==> config.mk <==
export PLATFORM = sky130hd
export DESIGN_NAME = axi_lite_burst_master
export DESIGN_NICKNAME = d
export VERILOG_FILES = /design/src/rtl/axi_lite_burst_master.sv
export SDC_FILE = /design/constraint.sdc
export NUM_CORES = 1
export LEC_CHECK = 0
export ABC_CLOCK_PERIOD_IN_PS = 2800
export BUFFER_PORTS_ARGS = -buffer_cell sky130_fd_sc_hd__buf_4
export CAP_MARGIN = 20
export CORE_AREA = 2 2 142 144
export CTS_CLUSTER_SIZE = 30
export DETAILED_ROUTE_END_ITERATION = 10
export DIE_AREA = 0 0 144 146
export GPL_ROUTABILITY_DRIVEN = 0
export HOLD_SLACK_MARGIN = 0.12
export PLACE_DENSITY = 0.55
export SLEW_MARGIN = 20
export SYNTH_ARGS = -nofsm -noshare
export SYNTH_HDL_FRONTEND = slang
export SYNTH_SLANG_ARGS = --single-unit
export TNS_END_PERCENT = 20
==> constraint.sdc <==
create_clock -name clk -period 2.8 [get_ports clk]
set_clock_uncertainty 0.1 [all_clocks]
set_input_delay 0.56 -clock clk [delete_from_list [all_inputs] [get_ports clk]]
set_output_delay 0.56 -clock clk [all_outputs]
set_load 0.02 [all_outputs]
==> src/rtl/axi_lite_burst_master.sv <==
// AXI4 INCR burst initiator: one outstanding command, one completion per command.
// Optional address range check enabled by defining AXI_MST_ADDR_CHECK_EN.
module axi_lite_burst_master #(
  parameter int ADDR_W = 32,
  parameter int DATA_W = 32,
  parameter int ID_W   = 6,
  parameter logic [ADDR_W-1:0] BASE_ADDR = 32'h0000_2000,
  parameter logic [ADDR_W-1:0] END_ADDR  = 32'h0000_2FFF
) (
  input  logic                clk,
  input  logic                rstn,
  // command / data streams
  input  logic                cmd_valid,
  output logic                cmd_ready,
  input  logic                cmd_write,
  input  logic [ID_W-1:0]     cmd_id,
  input  logic [ADDR_W-1:0]   cmd_addr,
  input  logic [7:0]          cmd_len,
  input  logic                wd_valid,
  output logic                wd_ready,
  input  logic [DATA_W-1:0]   wd_data,
  input  logic [DATA_W/8-1:0] wd_strb,
  output logic                rd_valid,
  input  logic                rd_ready,
  output logic [DATA_W-1:0]   rd_data,
  output logic                rd_last,
  output logic                rsp_valid,
  input  logic                rsp_ready,
  output logic                rsp_write,
  output logic [1:0]          rsp_resp,
  output logic                rsp_err,
  // AXI4 write address
  output logic [ID_W-1:0]     awid,
  output logic [ADDR_W-1:0]   awaddr,
  output logic [7:0]          awlen,
  output logic [2:0]          awsize,
  output logic [1:0]          awburst,
  output logic                awlock,
  output logic [3:0]          awcache,
  output logic [2:0]          awprot,
  output logic [3:0]          awqos,
  output logic [3:0]          awregion,
  output logic                awvalid,
  input  logic                awready,
  // AXI4 write data / response
  output logic [DATA_W-1:0]   wdata,
  output logic [DATA_W/8-1:0] wstrb,
  output logic                wlast,
  output logic                wvalid,
  input  logic                wready,
  input  logic [ID_W-1:0]     bid,
  input  logic [1:0]          bresp,
  input  logic                bvalid,
  output logic                bready,
  // AXI4 read address / data
  output logic [ID_W-1:0]     arid,
  output logic [ADDR_W-1:0]   araddr,
  output logic [7:0]          arlen,
  output logic [2:0]          arsize,
  output logic [1:0]          arburst,
  output logic                arlock,
  output logic [3:0]          arcache,
  output logic [2:0]          arprot,
  output logic [3:0]          arqos,
  output logic [3:0]          arregion,
  output logic                arvalid,
  input  logic                arready,
  input  logic [ID_W-1:0]     rid,
  input  logic [DATA_W-1:0]   rdata,
  input  logic [1:0]          rresp,
  input  logic                rlast,
  input  logic                rvalid,
  output logic                rready
);

  localparam logic [2:0] SIZE = 3'b010;
  localparam logic [1:0] INCR = 2'b01;

  typedef enum logic [2:0] {S_IDLE, S_AW, S_W, S_B, S_AR, S_R, S_RSP} state_t;

  state_t            state, state_nx;
  logic [ID_W-1:0]   id_q;
  logic [ADDR_W-1:0] addr_q;
  logic [7:0]        len_q;
  logic [7:0]        cnt_q;
  logic              wr_q;
  logic [1:0]        resp_q;
  logic              err_q;
  logic              accept, reject, last_cnt, w_fire, r_fire;

  assign accept   = cmd_valid && cmd_ready;
  assign last_cnt = (cnt_q == len_q);
  assign w_fire   = wvalid && wready;
  assign r_fire   = rvalid && rready;

`ifdef AXI_MST_ADDR_CHECK_EN
  // Last byte of the burst is addr + 4*len + 3; one extra bit keeps the sum from wrapping.
  localparam logic [ADDR_W:0] THREE = 3;
  logic [ADDR_W:0] last_byte;
  assign last_byte = {1'b0, cmd_addr} + {{(ADDR_W-9){1'b0}}, cmd_len, 2'b00} + THREE;
  assign reject    = (cmd_addr < BASE_ADDR) || (last_byte > {1'b0, END_ADDR});
`else
  logic unused_cfg;
  assign unused_cfg = ^{BASE_ADDR, END_ADDR};
  assign reject     = 1'b0;
`endif

  // Severity order DECERR > SLVERR > EXOKAY > OKAY matches the numeric encoding.
  function automatic logic [1:0] worst(input logic [1:0] a, input logic [1:0] b);
    return (a > b) ? a : b;
  endfunction

  always_ff @(posedge clk) begin
    if (!rstn) state <= S_IDLE;
    else       state <= state_nx;
  end

  always_comb begin
    state_nx = state;
    unique case (state)
      S_IDLE: if (accept) state_nx = reject ? S_RSP : (cmd_write ? S_AW : S_AR);
      S_AW:   if (awready) state_nx = S_W;
      S_W:    if (w_fire && last_cnt) state_nx = S_B;
      S_B:    if (bvalid) state_nx = S_RSP;
      S_AR:   if (arready) state_nx = S_R;
      // exit on whichever of rlast / final count comes first
      S_R:    if (r_fire && (rlast || last_cnt)) state_nx = S_RSP;
      S_RSP:  if (rsp_ready) state_nx = S_IDLE;
      default: state_nx = S_IDLE;
    endcase
  end

  always_comb begin
    cmd_ready = (state == S_IDLE) && rstn;
    awvalid   = (state == S_AW);
    awsize    = (state == S_AW) ? SIZE : 3'b000;
    awburst   = (state == S_AW) ? INCR : 2'b00;
    arvalid   = (state == S_AR);
    arsize    = (state == S_AR) ? SIZE : 3'b000;
    arburst   = (state == S_AR) ? INCR : 2'b00;
    wvalid    = 1'b0;
    wd_ready  = 1'b0;
    wdata     = '0;
    wstrb     = '0;
    wlast     = 1'b0;
    bready    = (state == S_B);
    rready    = 1'b0;
    rd_valid  = 1'b0;
    rd_data   = '0;
    rd_last   = 1'b0;
    rsp_valid = (state == S_RSP);
    rsp_write = 1'b0;
    rsp_resp  = 2'b00;
    rsp_err   = 1'b0;
    if (state == S_W) begin
      wvalid   = wd_valid;
      wd_ready = wready;
      wdata    = wd_data;
      wstrb    = wd_strb;
      wlast    = last_cnt;
    end
    if (state == S_R) begin
      rready   = rd_ready;
      rd_valid = rvalid;
      rd_data  = rdata;
      rd_last  = rlast;
    end
    if (state == S_RSP) begin
      rsp_write = wr_q;
      rsp_resp  = resp_q;
      rsp_err   = err_q;
    end
  end

  always_ff @(posedge clk) begin
    if (!rstn) begin
      id_q   <= '0;
      addr_q <= '0;
      len_q  <= '0;
      cnt_q  <= '0;
      wr_q   <= 1'b0;
      resp_q <= 2'b00;
      err_q  <= 1'b0;
    end else begin
      unique case (state)
        S_IDLE: if (accept) begin
          id_q   <= cmd_id;
          addr_q <= cmd_addr;
          len_q  <= cmd_len;
          wr_q   <= cmd_write;
          cnt_q  <= '0;
          resp_q <= reject ? 2'b11 : 2'b00;
          err_q  <= 1'b0;
        end
        S_W: if (w_fire) cnt_q <= cnt_q + 8'd1;
        S_B: if (bvalid) begin
          resp_q <= worst(resp_q, bresp);
          err_q  <= err_q | (bid != id_q);
        end
        S_R: if (r_fire) begin
          cnt_q  <= cnt_q + 8'd1;
          resp_q <= worst(resp_q, rresp);
          err_q  <= err_q | (rid != id_q) | (rlast != last_cnt);
        end
        default: ;
      endcase
    end
  end

  assign awid     = id_q;
  assign awaddr   = addr_q;
  assign awlen    = len_q;
  assign awlock   = 1'b0;
  assign awcache  = 4'b0000;
  assign awprot   = 3'b000;
  assign awqos    = 4'b0000;
  assign awregion = 4'b0000;
  assign arid     = id_q;
  assign araddr   = addr_q;
  assign arlen    = len_q;
  assign arlock   = 1'b0;
  assign arcache  = 4'b0000;
  assign arprot   = 3'b000;
  assign arqos    = 4'b0000;
  assign arregion = 4'b0000;

endmodule

[After elaboration in Yosys (flattened, before gate mapping)]
Index checks and enable logic that the tools add are counted.
Word-level totals
  memories: 0
  RAM bits: 0
  latch bits: 0
  bits of input ports: 143
  flip-flop bits (word level): 61
  ROM bits: 0
Operators by class
  order comparisons: 2
  multipliers: 0
  equality and inequality tests: 21
  reduce and logical (&&, ||, !) cells: 15
  bitwise operators: 3
  muxes and demuxes: 39
  divide/modulo/power cells: 0
  add/subtract/negate cells: 1
  shift-type cells: 0
Operator list (count)
  $mux 32: 2
  $mux 3: 8
  $mux 8: 3
  $pmux 8 s3: 1
  $pmux 3 s7: 1
  $mux 2: 8
  $ne 2x2->1 const B: 8
  $mux 1: 13
  $ne 6x6->1: 2
  $eq 3x3->1 const B: 3
  $add 8x1->8 const B: 1
  $eq 8x8->1: 1
  $reduce_and 4->1: 2
  $reduce_and 7->1: 1
  $eq 3x2->1 const B: 2
  $logic_and 1x1->1: 6
  $ne 2x1->1 const B: 3
  $pmux 2 s3: 1
  $reduce_and 6->1: 1
  $reduce_bool 3->1: 2
  $gt 2x2->1: 2
  $mux 4: 1
  $eq 3x1->1 const B: 1
  $logic_not 3->1: 1
  5 further kinds: 7

[Longest topological paths before layout]
  depth after elaboration: 6
  depth in mapped cells: 9
  gate-level depth less buffers: 9

[Worst setup path before layout]
OpenSTA, ideal clock, no wires.
  kind: input to register
  start point: input port rstn
  end point: register addr_q[24] (netlist: araddr[24])
  slack: 416 ps
  data arrival time: 2165 ps
  stages on the path: 7
  library setup time: 119 ps
  cell sequence: buf_2 inv_1 nor4_1 and2_1 buf_2 buf_2 o21ai_1
Between the ends
  longest elaborated chain between the ends: 3
Ends and longest elaborated chain
  start: declaration: RTL line 11  | input logic rstn,
  $logic_and 1x1->1: RTL line 134  | cmd_ready = (state == S_IDLE) && rstn;
  net cmd_ready: RTL line 14  | output logic cmd_ready,
  $logic_and 1x1->1: RTL line 91  | assign accept = cmd_valid && cmd_ready;
  $reduce_and 2->1 (no line)
  end signal: assignment: RTL line 188  | addr_q <= cmd_addr;
  end: declaration: RTL line 83  | logic [ADDR_W-1:0] addr_q;
The timed path passes the listed nets, and every way through them passes these cells.
A chain may end at the register's enable or synchronous reset.

[Worst setup path after layout]
  start point: register state[2]
  end point: output port rd_data[15]
Between the ends
  longest elaborated chain between the ends: 2
Ends and longest elaborated chain
  start: declaration: RTL line 81  | state_t state, state_nx;
  start signal: assignment: RTL line 115  | else state <= state_nx;
  $eq 3x3->1: RTL line 162  | if (state == S_R) begin
  $mux 32: RTL line 162
  end: declaration: RTL line 25  | output logic [DATA_W-1:0] rd_data,
No other way between the ends.

==> key figures <==
Floorplanning
  – Initial cell density of the core: 0.208
  – IO Count: between 300 and 400
  – DIE HEIGHT: 146 um
  – Total core area: ~19000 um^2
  – DIE WIDTH: ~140 um
  – FP Rows: a little over 50
  – Die ar.: approximately 21000 um^2

Drt
  – Routed wire length: 14500 um
  – Starting DRT DRC Count: roughly 150
  – Final ANT Viol Nets: 0
  – Total number of vias: between 4k and 5k
  – Pre-antenna DRT Iters: 4
  – Drt wl/cell: around 14 um
  – DRC: 0
  – Routed vias/inst: between 3 and 4

Timing
  – # setup viols final: 0
  – Hold_ws: between 0.3 and 0.4 ns
  – Final min period: 2.57 ns
  – Fmax: a little under 400 MHz
  – RSZ-0062 raised after global routing: no
  – Final setup TNS: 0 ns
  – Worst-margin pin slew: ~0.64 ns
  – Max-slew headroom: 0.576
  – Pins Over Slew Limit: 0
  – Final Hold Fails: 0
  – Final period utilization: 0.919

Global routing
  – Initial antenna violation count: 0
  – GRT met1 Usage: 0.166
  – GRT Residual Overflow: 0
  – GR Layer Usage met3: 0.0464
  – Number of global-route vias before repair: 3688
  – Total track usage: 0.129
  – Gr busiest metal: met2
  – GR met2 Demand/Resource: 0.211
  – Largest net degree at the start of global routing: 75
  – Global-route wire length before repair: around 21000 um

Finish
  – Fill cells: around 2.1k
  – NumNets Final: around 950
  – Final non-filler cell area: roughly 6500 um^2
  – Area delta synth->final: 62.4%
  – Final core utilization: 0.337
  – Diodes inserted: 0
  – Commonest non-fill, non-tap cell in the layout: buf_4
  – Layout cells sized above 1: 0.441
  – Most frequent cells in the layout: 327 x buf_4, 106 x nand2_1, 75 x and2_1, 61 x dfxtp_1, 46 x o21ai_0

Worst setup path
  – CP Class: reg2out
  – Crit. End Element: output pin
  – CP cell instances: and3b_1 > buf_12 > and2_1 > buf_4
  – Crit path DAT: between 1.5 and 2 ns
  – Worst Setup Start Kind: flip-flop
  – Crit-path slowest cell: dfxtp_1
  – CP required: 2.14 ns
  – FF-to-FF Start: cnt_q[4]$_SDFFE_PN0P_
  – Max FO, Critical Path: 37
  – Worst reg2reg path depth: 9
  – Critical path startpoint: state[2]$_SDFFE_PN0P_
  – Worst path max stage delay: 0.64 ns

Pwr
  – Static leakage: 3.29 nW
  – VDD IR max: 0.267 mV
  – Pwr Density: between 700 and 800 nW/um^2

Synth
  – Most used DFF post-synth: dfxtp_1
  – YS warnings: 0
  – EDFF count, synth: 0
  – Post-synth ARST share: 0
  – Mapped Cells: around 540
  – Mean Syn Cell Area: roughly 7.5 um^2
  – Synthesized cell area: approximately 4000 um^2
  – Post-synthesis sequential area ratio: 0.304
  – Flops & latches, synth: between 60 and 70
  – Netlist cell types: 43

Hold path
  – Hold WC Path Type: in2reg
  – Hold Crit Depth: 3
  – Min-delay src: cmd_addr[23]

Clock network
  – Clock-pin slew on the worst setup and hold paths: ~0.06 ns
  – Cts hold-fix bufs: 0
  – Post-CTS Setup Bufs: 0
  – TritonCTS clock tree: built
  – Post-cts sizing count: 0
  – Root Buffer: clkbuf_16
  – # H-tree levels: 3
  – Num CTS Buffers: 9
  – Longest Clk Path Bufs: 2
  – Clock Latency Late Sink: approximately 0.33 ns
  – CTS sink cnt: 61

Placed design
  – Post-DP HPWL: roughly 11000 um
  – Placed Area: ~6200 um^2
  – # port buffers: between 300 and 400

Run
  – Max Cap Violations: 0

Status
  – Outcome: completed
==> power by group <==
part	leakage [nW]	switching [mW]	total (mW)	internal (mW)
combinational	2.63	1.38	2.45	1.07
clock	0.158	0.419	1.18	0.757
sequential	0.500	0.229	1.30	1.07
total	3.29	2.03	4.93	2.90
==> state kept, by name, summed over array words and instances (netlist names) <==
register and flops:
araddr 32, arlen 8, cnt_q 8, arid 6
state 3, resp_q 2, err_q 1, wr_q 1
==> synthesized netlist by cell type (all sizes together) (4+ instances only) <==
master  count  share of area
nor2       13          0.012
clkbuf     19          0.018
xor2       15          0.033
o21a        5         0.0093
and2       76           0.12
ha          6          0.019
dfxtp      61           0.30
a22oi       4         0.0075
inv         7         0.0065
nor4        4         0.0062
nor3        7         0.0087
nand2     106          0.099
o21ai      58          0.074
and3        5         0.0081
buf        98           0.18
nand3b      4         0.0075
a21oi       8          0.010
xnor2       5          0.011
nor3b       4         0.0087
==> worst max-delay path, delay by kind of cell, from the launching register on <==
family | cells | cell delay [ns]
AND/OR/NAND/NOR | 2 | 0.57
buffers and inverters | 2 | 0.36
flip-flops | 1 | 0.64
==> layout make-up <==
| class | instances | area (um^2) | share of cell area |
|---|---|---|---|
| clock buffer | 12 | 267 | 0.0409 |
| clock inverter | 4 | 45.0 | 0.00691 |
| inverter | 7 | 26.3 | 0.00403 |
| multi-input combinational | 388 | 2120 | 0.325 |
| sequential | 61 | 1220 | 0.187 |
| tap | 265 | 332 | 0.0508 |
| timing repair buffer | 330 | 2510 | 0.386 |
==> layer usage <==
| metal | wire [um] | share of wire |
|---|---|---|
| met1 | 6310 | 0.44 |
| met2 | 6960 | 0.48 |
| met3 | 1170 | 0.080 |
| met4 | 65 | 0.0045 |
| met5 | 0 | 0 |
==> cells by family after synthesis <==
family                   share of synthesized area
AND/OR/NAND/NOR                              0.297
adder cells (fa/ha/maj)                     0.0187
flip-flops                                   0.304
other                                     0.000934
buffers and inverters                        0.205
XOR/XNOR                                    0.0436
AO/OA/AOI/OAI                                0.123
multiplexers                               0.00748
==> through the flow <==
stage               instances  setup WS, ns  power [mW]
global placement         1051         0.314        3.79
finish                   1067         0.226        4.93
floorplan                 573         0.416        2.91
detailed placement       1051         0.333        3.80
CTS                      1067         0.205        5.01
global route             1067        0.0746        5.24
==> final timing paths <==
path                             end  slack [ns]
max                      rd_data[15]        0.23
min          araddr[23]$_SDFFE_PN0P_        0.31
max reg2reg    state[2]$_SDFFE_PN0P_        0.31
min reg2reg        wr_q$_SDFFE_PN0P_        0.37
Power figures use the tool's default switching activity.
